==> src/rtl/f3m_mult_pkg.sv <==
// -----------------------------------------------------------------------------
// f3m_mult_pkg
// Shared constants, types and GF(3) helpers for the bit-serial GF(3^97)
// multiplier. Field elements are packed two bits per trit, trit i at bits
// [2i+1:2i], with encoding 00 = 0, 01 = 1, 10 = 2 (11 is never produced).
// -----------------------------------------------------------------------------
package f3m_mult_pkg;

  localparam int M     = 97;
  localparam int WIDTH = 2 * M - 1;
  localparam int TAP   = 12;          // middle term of x^97 + x^12 + 2

  localparam logic [WIDTH:0] ZERO = '0;

  // Low-order part of the modulus (PX without its leading x^97 term):
  // trit 12 = 1, trit 0 = 2.
  localparam logic [WIDTH:0] PX = (WIDTH+1)'(2'b01) << (2 * TAP) | (WIDTH+1)'(2'b10);

  localparam logic [1:0] TRIT_0 = 2'b00;
  localparam logic [1:0] TRIT_1 = 2'b01;
  localparam logic [1:0] TRIT_2 = 2'b10;

  typedef enum logic {
    IDLE = 1'b0,
    RUN  = 1'b1
  } state_e;

  // Per-trit GF(3) addition; the encoding equals the trit's binary value.
  function automatic logic [1:0] f3_add(input logic [1:0] x, input logic [1:0] y);
    logic [2:0] s;
    s = {1'b0, x} + {1'b0, y};
    return (s >= 3'd3) ? 2'(s - 3'd3) : s[1:0];
  endfunction

  // Multiplication of one trit by 2 is a hi/lo swap (1 <-> 2, 0 stays 0).
  function automatic logic [1:0] f3_dbl(input logic [1:0] x);
    return {x[0], x[1]};
  endfunction

endpackage

==> src/rtl/f3m_mult_if.sv <==
// -----------------------------------------------------------------------------
// f3m_mult_if
// Operation handshake of the GF(3^97) multiplier.
//   start : request a multiply (sampled only when the block is idle)
//   a, b  : operands, trit-packed
//   c     : registered product a*b mod PX
//   done  : one-cycle pulse after c is updated
//   busy  : high while an operation is in progress
// master = requester, slave = multiplier.
// -----------------------------------------------------------------------------
interface f3m_mult_if;
  import f3m_mult_pkg::*;

  logic             start;
  logic [WIDTH:0]   a;
  logic [WIDTH:0]   b;
  logic [WIDTH:0]   c;
  logic             done;
  logic             busy;

  modport master (output start, a, b, input  c, done, busy);
  modport slave  (input  start, a, b, output c, done, busy);

endinterface

==> src/rtl/f3m_mult_step.sv <==
// -----------------------------------------------------------------------------
// f3m_mult_step
// One Horner step over GF(3^97), purely combinational:
//   y = (x * acc mod PX) + t * a
// Ports:
//   acc : running accumulator
//   a   : multiplicand
//   t   : current multiplier trit
//   y   : next accumulator value
// No carries: every operation is trit-local, so the path is one shift,
// one scaling mux and one row of GF(3) adders.
// -----------------------------------------------------------------------------
module f3m_mult_step
  import f3m_mult_pkg::*;
(
  input  logic [WIDTH:0] acc,
  input  logic [WIDTH:0] a,
  input  logic [1:0]     t,
  output logic [WIDTH:0] y
);

  logic [1:0]     h;
  logic [WIDTH:0] shifted;
  logic [WIDTH:0] scaled;

  // x*acc: shift up one trit; the outgoing top trit h re-enters as
  // h into trit 0 and 2h into trit 12, since x^97 == 2x^12 + 1.
  always_comb begin
    h       = acc[WIDTH -: 2];
    shifted = {acc[WIDTH-2:0], h};
    shifted[2*TAP +: 2] = f3_add(acc[2*TAP-2 +: 2], f3_dbl(h));
  end

  // t*a: zero, pass-through, or hi/lo swap in every trit.
  always_comb begin
    scaled = ZERO;
    case (t)
      TRIT_1:  scaled = a;
      TRIT_2: begin
        for (int i = 0; i < M; i++) scaled[2*i +: 2] = f3_dbl(a[2*i +: 2]);
      end
      default: scaled = ZERO;
    endcase
  end

  always_comb begin
    y = ZERO;
    for (int i = 0; i < M; i++) y[2*i +: 2] = f3_add(shifted[2*i +: 2], scaled[2*i +: 2]);
  end

endmodule

==> src/rtl/f3m_mult.sv <==
// -----------------------------------------------------------------------------
// f3m_mult
// Bit-serial GF(3^97) multiplier, reduced modulo x^97 + x^12 + 2.
// MSB-first Horner: one multiplier trit per cycle, product after 97 cycles,
// then c is held until the next operation completes.
// Ports:
//   clk   : clock, rising edge
//   reset : asynchronous, active-low reset
//   bus   : f3m_mult_if.slave (start, a, b in; c, done, busy out)
// -----------------------------------------------------------------------------
module f3m_mult
  import f3m_mult_pkg::*;
(
  input  logic          clk,
  input  logic          reset,
  f3m_mult_if.slave     bus
);

  state_e         state_q, state_d;
  logic [6:0]     cnt_q,   cnt_d;
  logic [WIDTH:0] a_r_q,   a_r_d;
  logic [WIDTH:0] b_r_q,   b_r_d;
  logic [WIDTH:0] acc_q,   acc_d;
  logic [WIDTH:0] c_q,     c_d;
  logic           done_q,  done_d;

  logic [7:0]     sel_idx;
  logic [1:0]     cur_trit;
  logic [WIDTH:0] step_y;

  // Trit select b_r[2cnt+1:2cnt].
  assign sel_idx  = {cnt_q, 1'b0};
  assign cur_trit = b_r_q[sel_idx +: 2];

  f3m_mult_step u_step (
    .acc (acc_q),
    .a   (a_r_q),
    .t   (cur_trit),
    .y   (step_y)
  );

  // NOTE: every _d signal gets a default first so no path through this
  // block leaves one unassigned, which would infer a latch.
  always_comb begin
    state_d = state_q;
    cnt_d   = cnt_q;
    a_r_d   = a_r_q;
    b_r_d   = b_r_q;
    acc_d   = acc_q;
    c_d     = c_q;
    done_d  = 1'b0;            // pulse: cleared on every non-completing edge

    case (state_q)
      IDLE: begin
        if (bus.start) begin
          a_r_d   = bus.a;
          b_r_d   = bus.b;
          acc_d   = ZERO;
          cnt_d   = 7'(M - 1);
          state_d = RUN;
        end
      end
      RUN: begin
        // start is deliberately not looked at here: it is not queued.
        acc_d = step_y;
        cnt_d = cnt_q - 7'd1;
        if (cnt_q == 7'd0) begin
          c_d     = step_y;
          done_d  = 1'b1;
          state_d = IDLE;
        end
      end
      default: state_d = IDLE;
    endcase
  end

  // NOTE: all state uses non-blocking assignments so every flop samples the
  // pre-edge values; operand latches are reset too, since they are plain
  // registers (not a RAM) and a known value keeps the step logic clean.
  always_ff @(posedge clk or negedge reset) begin
    if (!reset) begin
      state_q <= IDLE;
      cnt_q   <= 7'd0;
      a_r_q   <= ZERO;
      b_r_q   <= ZERO;
      acc_q   <= ZERO;
      c_q     <= ZERO;
      done_q  <= 1'b0;
    end else begin
      state_q <= state_d;
      cnt_q   <= cnt_d;
      a_r_q   <= a_r_d;
      b_r_q   <= b_r_d;
      acc_q   <= acc_d;
      c_q     <= c_d;
      done_q  <= done_d;
    end
  end

  assign bus.c    = c_q;
  assign bus.done = done_q;
  assign bus.busy = (state_q == RUN);

endmodule
==> src/flat_wrapper.sv <==
// flat-port wrapper written by rule: the top's interface ports become plain ports
module f3m_mult_flat import f3m_mult_pkg::*;
  (clk, reset, bus_start, bus_a, bus_b, bus_c, bus_done, bus_busy);
  f3m_mult_if bus_i ();
  input  logic clk;
  input  logic reset;
  input wire logic [$bits(bus_i.start)-1:0] bus_start;
  input wire logic [$bits(bus_i.a)-1:0] bus_a;
  input wire logic [$bits(bus_i.b)-1:0] bus_b;
  output wire logic [$bits(bus_i.c)-1:0] bus_c;
  output wire logic [$bits(bus_i.done)-1:0] bus_done;
  output wire logic [$bits(bus_i.busy)-1:0] bus_busy;
  assign bus_i.start = bus_start;
  assign bus_i.a = bus_a;
  assign bus_i.b = bus_b;
  assign bus_c = bus_i.c;
  assign bus_done = bus_i.done;
  assign bus_busy = bus_i.busy;
  f3m_mult u_core (.clk(clk), .reset(reset), .bus(bus_i));
endmodule
==> config.mk <==
export PLATFORM = sky130hd
export DESIGN_NAME = f3m_mult_flat
export DESIGN_NICKNAME = d
export VERILOG_FILES = /design/src/rtl/f3m_mult_pkg.sv /design/src/rtl/f3m_mult_if.sv /design/src/rtl/f3m_mult_step.sv /design/src/rtl/f3m_mult.sv /design/src/flat_wrapper.sv
export SDC_FILE = /design/constraint.sdc
export NUM_CORES = 2
export LEC_CHECK = 0
export CAP_MARGIN = 20
export CORE_MARGIN = 2
export CORE_UTILIZATION = 40
export DETAILED_ROUTE_END_ITERATION = 10
export REMOVE_ABC_BUFFERS = 1
export SLEW_MARGIN = 10
export SYNTH_ARGS = -nofsm -noshare
export SYNTH_HDL_FRONTEND = slang
export SYNTH_SLANG_ARGS = --single-unit
==> constraint.sdc <==
create_clock -name clk -period 4.8 [get_ports clk]
set_clock_uncertainty 0.1 [all_clocks]
set_input_delay 0.96 -clock clk [delete_from_list [all_inputs] [get_ports clk]]
set_output_delay 0.96 -clock clk [all_outputs]
set_load 0.02 [all_outputs]
==> results.json <==
{
  "outcome": "finished, violations left",
  "failed_checks": "setup timing",
  "crit_path_end_kind": "flop",
  "floorplan.core_area_um2": 102000,
  "tritoncts": "done",
  "gp_congestion": 0.827,
  "critical_path.startpoint_type": "flop",
  "grt_start_max_net_pins": 163,
  "regToRegSetupSlack_ps": -210,
  "top_level_ports": 587,
  "vias": 30800,
  "rr_endpoint": "u_core.acc_q[159]",
  "synth_seq_cells": 785,
  "setup_tns_ps": -30380,
  "detail_route_antenna_nets": 0,
  "final_cell_area_um2": 54700,
  "cts_inserted_buffers": 90,
  "grt_antenna_before_repair": 27,
  "final_period_minus_worst_setup_slack_ps": 5010,
  "routed_wire_length_per_instance_um": 21.8,
  "synth.yosys.warnings": 0,
  "first_pass_iteration_count_of_the_detailed_router": 6,
  "ff2ff_path_depth": 21,
  "worstHoldPathType": "input port to async pin",
  "grt_setup_unrepaired": "true",
  "grt_pass1_wl_um": 188000,
  "rows": 117,
  "htree_num_levels": 3,
  "clock.fmax_mhz": 200,
  "cts.clk_slew.worst_paths_ps": 60,
  "timing.rr.start": "u_core.cnt_q[0]",
  "criticalPathCategory": "flop to flop",
  "synthesis.instances": 3695,
  "grt_pass1_vias": 31400,
  "layout-drive-gt1-share": 0.293,
  "worst_slew_margin": 0.276,
  "fp.dieArea_um2": 105000,
  "post-route-period-util": 1.04,
  "critical_path_arrival_ps": 5460,
  "port-buffer-count": 586,
  "cp_max_fo": 8,
  "clock_latency_ps": 670,
  "clock_path_buffers": 3,
  "maxSlewViolCount": 0,
  "timing.max_cap.violations": 0,
  "detailed_place_hpwl_um": 82300,
  "commonest_register_cell_after_synthesis": "sky130_fd_sc_hd__dfrtp_1",
  "layout-area-overhead-vs-synth_pct": 33.7,
  "placed_area_um2": 48900,
  "transition_at_the_pin_with_the_smallest_max_transition_slack_ps": 1090,
  "root_buffer": "sky130_fd_sc_hd__clkbuf_16",
  "drcViolationCount": 0,
  "route.detailed.vias_per_inst": 5.34,
  "die-height_um": 324,
  "final-hold-violation-count": 0,
  "syn_avg_cell_area_um2": 11.1,
  "clock-sinks": 785,
  "die_w_um": 324,
  "synth_async_sr_flop_share": 1.00,
  "grt.overflow.total": 0,
  "sequential_fraction_of_the_synthesis_area": 0.480,
  "initial_core_util": 0.403,
  "netlist_area_um2": 40900,
  "crit_required_ps": 5250,
  "global_route.usage.total": 0.235,
  "synth-edff-count": 0,
  "synthDistinctLibCells": 55,
  "drt_iter0_drc": 1969,
  "final_net_count": 5014,
  "report.final.setup_viol": 344,
  "setup_ws_ps": -208,
  "drt-total-wl_um": 126000
}
==> cell usage after synthesis, types with 3 or more instances <==
master | n | share of area
sky130_fd_sc_hd__mux4_1 | 7 | 0.0045
sky130_fd_sc_hd__a21oi_1 | 100 | 0.012
sky130_fd_sc_hd__and3_1 | 3 | 0.00046
sky130_fd_sc_hd__clkbuf_1 | 176 | 0.016
sky130_fd_sc_hd__a31o_2 | 34 | 0.0073
sky130_fd_sc_hd__nor3_1 | 4 | 0.00049
sky130_fd_sc_hd__a22o_1 | 97 | 0.021
sky130_fd_sc_hd__buf_1 | 25 | 0.0023
sky130_fd_sc_hd__buf_2 | 16 | 0.0020
sky130_fd_sc_hd__buf_6 | 4 | 0.0011
sky130_fd_sc_hd__mux4_2 | 39 | 0.021
sky130_fd_sc_hd__nand3b_1 | 98 | 0.018
sky130_fd_sc_hd__nand4_1 | 3 | 0.00046
sky130_fd_sc_hd__a22oi_1 | 196 | 0.036
sky130_fd_sc_hd__fa_1 | 98 | 0.048
sky130_fd_sc_hd__a31oi_1 | 3 | 0.00046
sky130_fd_sc_hd__mux2i_1 | 17 | 0.0042
sky130_fd_sc_hd__dfrtp_1 | 785 | 0.48
sky130_fd_sc_hd__inv_2 | 4 | 0.00037
sky130_fd_sc_hd__ha_1 | 199 | 0.061
sky130_fd_sc_hd__o21ai_0 | 199 | 0.024
sky130_fd_sc_hd__nand2_1 | 469 | 0.043
sky130_fd_sc_hd__nand3_1 | 6 | 0.00073
sky130_fd_sc_hd__nor2_1 | 143 | 0.013
sky130_fd_sc_hd__o22ai_1 | 66 | 0.010
sky130_fd_sc_hd__mux2_2 | 389 | 0.11
sky130_fd_sc_hd__inv_1 | 291 | 0.027
sky130_fd_sc_hd__nor3b_1 | 96 | 0.018
sky130_fd_sc_hd__or2_2 | 97 | 0.015
==> layer usage <==
metal	share of wire	wire length, µm	up-vias	track usage
met3	0.065	8160	217	0.0558
li1	-	-	14200	-
met5	0.0015	188	-	0
met2	0.47	59500	865	0.376
met4	0.027	3460	30	0.0767
met1	0.43	54700	15500	0.314
==> worst max path at each step <==
stage | start | endpoint | slack (ps) | cells past startpoint
6_report | u_core.cnt_q[0] | u_core.acc_q[159] | -210 | 21
3_3_place_gp | u_core.cnt_q[0] | u_core.acc_q[59] | -140 | 18
5_1_grt | u_core.cnt_q[0] | u_core.bus.c[67] | -390 | 22
4_1_cts | u_core.cnt_q[0] | u_core.acc_q[185] | -70 | 19
3_5_place_dp | u_core.cnt_q[0] | u_core.bus.c[39] | -210 | 17
2_1_floorplan | u_core.bus.busy | u_core.a_r_q[0] | -15180 | 2
==> state kept, by name, indices dropped and copies added, names as in the netlist <==
signal and cells:
u_core.bus.c 194, u_core.b_r_q 194, u_core.a_r_q 194, u_core.bus.done 1
u_core.cnt_q 7, u_core.acc_q 194, u_core.bus.busy 1
==> kinds of logic (layout without fill, tap and decap cells) <==
logic type,Yosys count,count (layout),synth area share
AO/OA/AOI/OAI,713,713,0.115
XOR/XNOR,1,1,0.000214
adder cells (fa/ha/maj),297,297,0.109
buffers and inverters,518,1219,0.0488
flip-flops,785,785,0.480
multiplexers,452,452,0.137
other,0,9,0
AND/OR/NAND/NOR,929,929,0.111
==> critical path, cell delays in order (launching register included) <==
cell and delay [ps]:
sky130_fd_sc_hd__dfrtp_4 500, sky130_fd_sc_hd__buf_12 150, sky130_fd_sc_hd__buf_6 110, sky130_fd_sc_hd__mux4_2 410, sky130_fd_sc_hd__mux4_2 520, sky130_fd_sc_hd__and3_4 200, sky130_fd_sc_hd__a211o_1 260, sky130_fd_sc_hd__o31ai_2 70
sky130_fd_sc_hd__buf_4 150, sky130_fd_sc_hd__ha_4 180, sky130_fd_sc_hd__buf_16 180, sky130_fd_sc_hd__buf_16 150, sky130_fd_sc_hd__buf_4 130, sky130_fd_sc_hd__a22oi_1 70, sky130_fd_sc_hd__or2_2 300, sky130_fd_sc_hd__fa_1 540
sky130_fd_sc_hd__inv_1 50, sky130_fd_sc_hd__ha_1 210, sky130_fd_sc_hd__nand3b_1 190, sky130_fd_sc_hd__o21ai_2 90, sky130_fd_sc_hd__nor2_1 70, sky130_fd_sc_hd__a31o_2 260
==> repair_timing <==
item | CTS | global route
setup buffers | 14 | 39
gates resized for setup | 217 | 399
setup endpoints to repair | 310 | 388
gates cloned | 11 | 7
hold buffers | 0 | 0
pin swaps | 52 | 186
==> layout by cell type, fill, tap and decap left out, types with 97 or more instances in the layout <==
cell type	netlist	layout
sky130_fd_sc_hd__ha_1	199	110
sky130_fd_sc_hd__clkbuf_16	0	102
sky130_fd_sc_hd__nand3b_1	98	98
sky130_fd_sc_hd__nand2_1	469	469
sky130_fd_sc_hd__clkdlybuf4s50_1	0	584
sky130_fd_sc_hd__buf_4	1	104
sky130_fd_sc_hd__nor2_1	143	139
sky130_fd_sc_hd__mux2_2	389	389
sky130_fd_sc_hd__a22oi_1	196	161
sky130_fd_sc_hd__inv_1	291	261
sky130_fd_sc_hd__a22o_1	97	97
sky130_fd_sc_hd__fa_1	98	98
sky130_fd_sc_hd__dfrtp_1	785	782
==> metrics by stage <==
step                      worst slack, ps  hold WS [ps]   util  std cells
after global routing                 -392           315  0.539       5770
after CTS                           -68.6           306  0.523       5726
final                                -208           282  0.539       5773
after detailed placement             -210           362  0.481       5539
after floorplan                    -15180           372      -       3473
after global placement               -140           359  0.481       5539
==> area by class of cell <==
class	instances	area, µm²
diodes	9	22.5
clock buffers	139	2740
clock inverters	23	313
fillers	8925	46900
inverters	296	1120
multi-input cells	2392	21000
flip-flops and latches	785	19700
well taps	1368	1710
repair buffers	761	8130
Power is left out: the tool's default activity adds up to more than one toggle a clock period on the data nets, which glitch-free logic cannot reach.
